## src/rtl/sweep_run_ctrl.sv

```systemverilog
// sweep_run_ctrl: sequences one NoC sweep run. It holds the leaf clients in
// reset, releases them, and waits for client_done. It then waits for the
// network to drain (injected == ejected) and to stay idle for QUIESCE_CYCLES.
// Underflow, counter saturation and a drain watchdog end the run in FAIL.
//
// Handshake: start is a single-cycle request with no ready. It is acted on
// only in IDLE, DONE or FAIL and is silently dropped in every other state.
// inj/ej are per-leaf single-cycle event pulses. They are counted only while
// running.
module sweep_run_ctrl #(
    parameter int N              = 8,
    parameter int CNT_W          = 32,
    parameter int RST_CYCLES     = 2,
    parameter int DRAIN_MAX      = 65536,
    parameter int QUIESCE_CYCLES = 16,
    parameter int DONE_ALL       = 0
) (
    input  logic             clk,
    input  logic             rst,
    input  logic             start,
    input  logic [N-1:0]     client_done,
    input  logic [N-1:0]     inj,
    input  logic [N-1:0]     ej,
    output logic             client_rst,
    output logic             running,
    output logic             done,
    output logic             fail,
    output logic [1:0]       fail_code,
    output logic [CNT_W-1:0] injected,
    output logic [CNT_W-1:0] ejected,
    output logic [CNT_W-1:0] outstanding,
    output logic [2:0]       state_dbg
);

    localparam int PW = $clog2(N + 1);
    localparam int RW = $clog2(RST_CYCLES + 1);
    localparam int DW = $clog2(DRAIN_MAX + 1);
    localparam int QW = $clog2(QUIESCE_CYCLES + 1);

    typedef enum logic [2:0] {
        S_IDLE    = 3'd0,
        S_RESET   = 3'd1,
        S_RUN     = 3'd2,
        S_DRAIN   = 3'd3,
        S_QUIESCE = 3'd4,
        S_DONE    = 3'd5,
        S_FAIL    = 3'd6
    } state_t;

    state_t           state, state_n;
    logic [RW-1:0]    rst_cnt, rst_cnt_n;
    logic [DW-1:0]    drain_t, drain_n;
    logic [QW-1:0]    quiet, quiet_n;
    logic [CNT_W-1:0] inj_n, ej_n;
    logic [1:0]       code_n;
    logic [CNT_W:0]   inj_sum, ej_sum;
    logic             counting, activity, exit_cond, run_n;

    function automatic logic [PW-1:0] popcount(input logic [N-1:0] v);
        logic [PW-1:0] c;
        c = '0;
        for (int i = 0; i < N; i++) c = c + PW'(v[i]);
        return c;
    endfunction

    assign state_dbg = state;

    // Next-state and next-counter logic; counter faults override the FSM move.
    always_comb begin
        state_n   = state;
        rst_cnt_n = rst_cnt;
        drain_n   = drain_t;
        quiet_n   = quiet;
        inj_n     = injected;
        ej_n      = ejected;
        code_n    = fail_code;
        counting  = (state == S_RUN) || (state == S_DRAIN) || (state == S_QUIESCE);
        activity  = |(inj | ej);
        exit_cond = (DONE_ALL != 0) ? (&client_done) : (|client_done);
        inj_sum   = {1'b0, injected} + (CNT_W+1)'(popcount(inj));
        ej_sum    = {1'b0, ejected} + (CNT_W+1)'(popcount(ej));

        case (state)
            S_IDLE, S_DONE, S_FAIL: begin
                if (start) begin
                    state_n   = S_RESET;
                    rst_cnt_n = '0;
                    drain_n   = '0;
                    quiet_n   = '0;
                    inj_n     = '0;
                    ej_n      = '0;
                    code_n    = 2'd0;
                end
            end
            S_RESET: begin
                if (rst_cnt == RW'(RST_CYCLES - 1)) state_n = S_RUN;
                else rst_cnt_n = rst_cnt + RW'(1);
            end
            S_RUN: begin
                if (exit_cond) state_n = S_DRAIN;
            end
            S_DRAIN: begin
                drain_n = drain_t + DW'(1);
                if (drain_n == DW'(DRAIN_MAX)) begin
                    state_n = S_FAIL;
                    code_n  = 2'd1;
                end else if (outstanding == '0 && !activity) begin
                    // The idle cycle that leaves DRAIN is the first quiet cycle.
                    quiet_n = QW'(1);
                    state_n = (QUIESCE_CYCLES == 1) ? S_DONE : S_QUIESCE;
                end
            end
            S_QUIESCE: begin
                if (activity) begin
                    state_n = S_DRAIN;
                    quiet_n = '0;
                end else begin
                    quiet_n = quiet + QW'(1);
                    if (quiet_n == QW'(QUIESCE_CYCLES)) state_n = S_DONE;
                end
            end
            default: state_n = S_IDLE;
        endcase

        if (counting) begin
            if (ej_sum > inj_sum) begin
                // Leave both counters untouched so they show the last sane totals.
                state_n = S_FAIL;
                code_n  = 2'd2;
            end else if (inj_sum[CNT_W] || ej_sum[CNT_W]) begin
                inj_n   = inj_sum[CNT_W] ? '1 : inj_sum[CNT_W-1:0];
                ej_n    = ej_sum[CNT_W] ? '1 : ej_sum[CNT_W-1:0];
                state_n = S_FAIL;
                code_n  = 2'd3;
            end else begin
                inj_n = inj_sum[CNT_W-1:0];
                ej_n  = ej_sum[CNT_W-1:0];
            end
        end

        run_n = (state_n == S_RUN) || (state_n == S_DRAIN) || (state_n == S_QUIESCE);
    end

    // State, counters and all outputs are registered from the next-state values.
    always_ff @(posedge clk) begin
        if (rst) begin
            state       <= S_IDLE;
            rst_cnt     <= '0;
            drain_t     <= '0;
            quiet       <= '0;
            injected    <= '0;
            ejected     <= '0;
            outstanding <= '0;
            fail_code   <= 2'd0;
            client_rst  <= 1'b1;
            running     <= 1'b0;
            done        <= 1'b0;
            fail        <= 1'b0;
        end else begin
            state       <= state_n;
            rst_cnt     <= rst_cnt_n;
            drain_t     <= drain_n;
            quiet       <= quiet_n;
            injected    <= inj_n;
            ejected     <= ej_n;
            outstanding <= inj_n - ej_n;
            fail_code   <= code_n;
            client_rst  <= ~run_n;
            running     <= run_n;
            done        <= (state_n == S_DONE);
            fail        <= (state_n == S_FAIL);
        end
    end

endmodule

```

## config.mk

```make
export PLATFORM = sky130hd
export DESIGN_NAME = sweep_run_ctrl
export DESIGN_NICKNAME = d
export VERILOG_FILES = /design/src/rtl/sweep_run_ctrl.sv
export SDC_FILE = /design/constraint.sdc
export NUM_CORES = 1
export LEC_CHECK = 0
export ABC_AREA = 1
export CORE_MARGIN = 8
export CORE_UTILIZATION = 60
export DETAILED_ROUTE_END_ITERATION = 10
export DONT_BUFFER_PORTS = 1
export PLACE_DENSITY = 0.81
export SYNTH_ARGS = -nofsm -noshare
export SYNTH_HDL_FRONTEND = slang
export SYNTH_SLANG_ARGS = --single-unit
```

## constraint.sdc

```tcl
create_clock -name clk -period 28.4 [get_ports clk]
set_clock_uncertainty 0.15 [all_clocks]
set_input_delay 8.52 -clock clk [delete_from_list [all_inputs] [get_ports clk]]
set_output_delay 8.52 -clock clk [all_outputs]
set_load 0.03 [all_outputs]
```

Yosys cells after proc, flatten, opt, wreduce, memory -nomap -nowiden
Index checks and enable logic that the tools add are counted.

Register bits after elaboration: 129. Bits in latches: 0. RAM bits: 0. Bits in read-only memories: 0. Input port bits: 27. Memories kept: 0.

$add $sub $neg: 20. Multiply operators: 0. Div/mod/pow operators: 0. Magnitude comparators: 1. Eq/ne operators: 18. Shift operators: 0. Muxes and demuxes: 39. Bitwise gates (word level): 2. Reductions and logical operators: 18.

Operator list (number): 2-to-1 mux 32 bit (12); adder 32 x 4 -> 33 bit (2); one-hot mux 17 bit (2 select lines) (1); > comparator 33 bit (1); adder 4 x 1 -> 4 bit (8); zero test 32 bit (1); subtractor 32 bit (1); 2-to-1 mux 3 bit (10); 2-to-1 mux 5 bit (4); equality test 3 bit, second input constant (6); adder 17 x 1 -> 17 bit, second input constant (1); equality test 17 bit, second input constant (1); 2-to-1 mux 17 bit (1); OR reduction 8 bit (2); one-hot mux 3 bit (5 select lines) (1); one-hot mux 5 bit (3 select lines) (1); 2-to-1 mux 2 bit (7); equality test 3 x 2 -> 1 bit, second input constant (4); adder 3 x 1 -> 4 bit (2); OR 8 bit (1); one-hot mux 2 bit (2 select lines) (2); adder 2 x 1 -> 3 bit (2); != test 2 bit, second input constant (3); adder 5 x 1 -> 5 bit, second input constant (1); 17 further kinds (23).

Depth between registers and ports, before layout
Depth in word-level cells: 16. Depth in mapped cells: 54. Gate-level depth less buffers: 51.

Least setup slack after synthesis
Ideal clock, no wire load.

Path type: input to register. Start point: input ej[0]. End point: register outstanding[24]. Setup time: 115 ps. Data arrival time: 15620 ps. Data required time: 28135 ps. Slack: 12515 ps. Cell stages on the path: 46. Buffers on the path: 3. Cell sequence: fa_1 -> inv_1 -> fa_1 -> fa_1 -> fa_1 -> fa_1 -> o21ai_2 -> nand2_4 -> nor2_1 -> nand4_1 -> nor4_1 -> xor2_1 -> inv_1 -> ha_1 -> nand2_1 -> nor2_1 -> nand2_1 -> nor2_2 -> [10 not listed] -> clkbuf_1 -> o21ai_0 -> ha_1 -> inv_1 -> nor3_1 -> a21oi_1 -> nor2_1 -> nor2_1 -> o21bai_1 -> nand3_1 -> nand2_1 -> inv_1 -> o21bai_2 -> nand2_1 -> nand2_2 -> nand3_2 -> a21oi_1 -> nor2_1.

Word-level cells in the longest chain between the ends: 13. Elaborated cells on any way between the ends: 18. Classes of those cells: add/sub: 9; order compare: 1; mux: 7; reduce/logical: 1.

RTL lines: start: declaration (RTL line 23) `input logic [N-1:0] ej,`; adder 1 x 1 -> 2 bit * (RTL line 62) `for (int i = 0; i < N; i++) c = c + PW'(v[i]);`; adder 2 x 1 -> 3 bit * (RTL line 62); adder 3 x 1 -> 4 bit * (RTL line 62); adder 4 x 1 -> 4 bit * (4 in a row) (RTL line 62); adder 32 x 4 -> 33 bit * (RTL line 81) `ej_sum = {1'b0, ejected} + (CNT_W+1)'(popcount(ej));`; branches (longest 4 deep; another with > comparator 33 bit); subtractor 32 bit * (RTL line 166) `outstanding <= inj_n - ej_n;`; end signal: assignment (RTL line 166); end: declaration (RTL line 31) `output logic [CNT_W-1:0] outstanding,`.

Mark *: on every way between the ends. A chain may end at the register's enable or synchronous reset.

Final worst setup path
Start point: input ej[0]. End point: register outstanding[24].

Word-level cells in the longest chain between the ends: 13. Elaborated cells on any way between the ends: 18. Classes of those cells: add/sub: 9; order compare: 1; mux: 7; reduce/logical: 1.

RTL lines: adder 1 x 1 -> 2 bit * (RTL line 62); adder 2 x 1 -> 3 bit * (RTL line 62); adder 3 x 1 -> 4 bit * (RTL line 62); adder 4 x 1 -> 4 bit * (4 in a row) (RTL line 62); adder 32 x 4 -> 33 bit * (RTL line 81); branches (longest 2 deep; another with > comparator 33 bit); 2-to-1 mux 32 bit * (RTL line 126) `if (ej_sum > inj_sum) begin`; 2-to-1 mux 32 bit * (RTL line 125) `if (counting) begin`; named net inj_n[4] (RTL line 54) `logic [CNT_W-1:0] inj_n, ej_n;`; subtractor 32 bit * (RTL line 166).

Mark *: on every way through the listed nets, which the timed path passes.

==> results_dict.tcl <==
set metrics [dict create \
    grt_pass1_wl_um 54700 \
    relSlewSlack 0.365 \
    arrival_ns 17.71 \
    grt_antenna_before_repair 0 \
    cap_violations 0 \
    cts_hold_buf 0 \
    dieArea_um2 23300 \
    critPathBufInv 5 \
    post-dp-hpwl_um 27200 \
    cts_tree "done" \
    drcViolationCount 0 \
    cts_buffer_depth 2 \
    postCtsSetupRepairBufs 0 \
    status "complete, no violations" \
    placement_rows 50 \
    final_util 0.642 \
    first_global_vias 10434 \
    fmax_mhz 57.0 \
    wl_met2_um 15500 \
    synth_simple_gate_area_frac 0.395 \
    min_to "rst_cnt[0]" \
    holdPathStages 1 \
    numCtsBuffers 17 \
    synth_top_area_cell "dfxtp_1" \
    slowest_delay_ns 0.65 \
    pre_cts_ws_ns 10.65 \
    synthTopCellsByArea "dfxtp_1 23%, nand2_1 14%, ha_1 8.1%, inv_1 7.6%, a21oi_1 6.0%" \
    drt_iter0_drc 915 \
    synth.most_common_cell "nand2_1" \
    ys_warn_count 0 \
    muxShareOfSynthArea 0 \
    synth_seq_cells 129 \
    yosys.cell_types.count 61 \
    layout-drive-gt1-share 0.124 \
    die_h_um 153 \
    min_period_ns 17.54 \
    r2r-start "injected[0]" \
    nets 1814 \
    synth_edf_count 0 \
    core_um2 18500 \
    synth_async_sr_flop_share 0 \
    cp-end-kind "flop" \
    min-delay-start "rst_cnt[0]" \
    start_util 0.606 \
    drv_slew 0 \
    insertion_delay_ns 0.43 \
    synth-adder-area-share 0.101 \
    path_clk_slew_ns 0.06 \
    synthToLayoutAreaGrowth_pct 6.01 \
    setup_tns_ns 0 \
    netlist_area_um2 11200 \
    port_buffers 0 \
    synth_compound_area_frac 0.117 \
    rsz0062_at_grt "false" \
    hold_violations 0 \
    reg2reg_depth 43 \
    setup_viol 0 \
    synth-xor-area-share 0.0513 \
    cts-root-buf "clkbuf_16" \
    start_kind "input port" \
    critPathSlowestCell "inv_1" \
    diodes 0 \
    avgSynthCellArea_um2 6.52 \
    synth_cells 1722 \
    drt-total-wl_um 34600 \
    pin_count 132 \
    dr_wl_met3_um 3780 \
    htree_num_levels 4 \
    yosysTopAreaCellShare 0.230 \
    gp_congestion 1.01 \
    grt_remaining_overflow 0 \
    via_per_inst 5.69 \
    r2r_setup_slack_ns 18.81 \
    clock_sinks 129 \
    synth_nets 1833 \
    timing.final.ws_setup_ns 10.86 \
    wl_per_cell_um 17.7 \
    synthFlopType "dfxtp_1" \
    min-delay-path-class "reg2reg" \
    first_pass_iters 5 \
    worst_pin_slew_ns 0.944 \
    track_usage 0.291 \
    cp_common_cell "nand2_1" \
    cp.required_ns 28.57 \
    top_layer "met4" \
    min_period_over_period 0.618 \
    r2r_end "outstanding[24]" \
    grt_max_degree 72 \
    die_w_um 153 \
    cp_max_fo 61 \
    synth_top_family_by_area "simple AND/OR/NAND/NOR gates" \
    seq_area_frac_synth 0.230 \
    worstSetupPathType "in2reg" \
    synthTopCellsByCount "404 x nand2_1, 227 x inv_1, 170 x nor2_1, 135 x a21oi_1, 129 x dfxtp_1" \
    ctsResizeCount 0 \
    vias 11076 \
    wl_met1_um 14400 \
    crit_family "adder cells" \
    ant_nets 0 \
]
## per-layer routing
layer | vias to the layer above | track usage
li1 | 5479 | -
met1 | 5034 | 0.361
met2 | 497 | 0.468
met3 | 66 | 0.0882
met4 | 0 | 0.108
met5 | - | 0
## placed cells by master (no fill, tap or decap), types with 6 or more instances in the layout
master / instances
a21oi_1: 135
a31oi_1: 8
and2_1: 23
clkbuf_16: 17
dfxtp_1: 129
fa_1: 11
ha_1: 73
inv_1: 227
inv_2: 29
nand2_1: 404
nand2_2: 56
nand2_4: 13
nand3_1: 82
nand3_2: 16
nand4_1: 31
nor2_1: 170
nor2_2: 22
nor2_4: 17
nor3_1: 23
nor3_2: 6
nor4_1: 18
o21ai_0: 64
o21ai_1: 10
xnor2_1: 20
xor2_1: 42
## state kept, by name, indices dropped and copies added (netlist names)
signal and flops:
injected 32, done 1, outstanding 32, fail_code 2
fail 1, ejected 32, rst_cnt 2, running 1
drain_t 17, client_rst 1, state_dbg 3, quiet 5
## through the flow
| stage | hold WS, ns | std cells | area, um^2 |
|---|---|---|---|
| 5_1_grt | 0.341 | 1948 | 11900 |
| 4_1_cts | 0.320 | 1948 | 11900 |
| 3_3_place_gp | 0.298 | 1918 | 11300 |
| 2_1_floorplan | 0.282 | 1722 | 11200 |
| 6_report | 0.316 | 1948 | 11900 |
| 3_5_place_dp | 0.308 | 1918 | 11300 |
## area by class of cell
class / instances / area (um^2)
clock inverter: 9 / 108
fill: 1740 / 6620
timing repair buffer: 2 / 15.0
inverter: 258 / 968
sequential: 129 / 2580
clock buffer: 21 / 470
multi-input combinational: 1295 / 7460
tap: 234 / 293
## worst max-delay path by stage
stage                      from              end  slack [ns]  cells after the start
after floorplan           ej[0]  outstanding[24]       12.52                     46
after global placement    ej[0]  outstanding[24]       10.94                     44
after detailed placement  ej[0]  outstanding[24]       10.65                     44
after CTS                 ej[0]  outstanding[24]       11.08                     44
after global routing      ej[0]  outstanding[24]       10.19                     45
final                     ej[0]  outstanding[24]       10.86                     44
## cells by family after synthesis
kind of cell	after synthesis
adder cells (fa/ha/maj)	84
flip-flops	129
AND/OR/NAND/NOR	904
XOR/XNOR	64
AO/OA/AOI/OAI	243
buffers and inverters	298
Power is left out: the tool's default activity adds up to more than one toggle a clock period on the data nets, which glitch-free logic cannot reach.
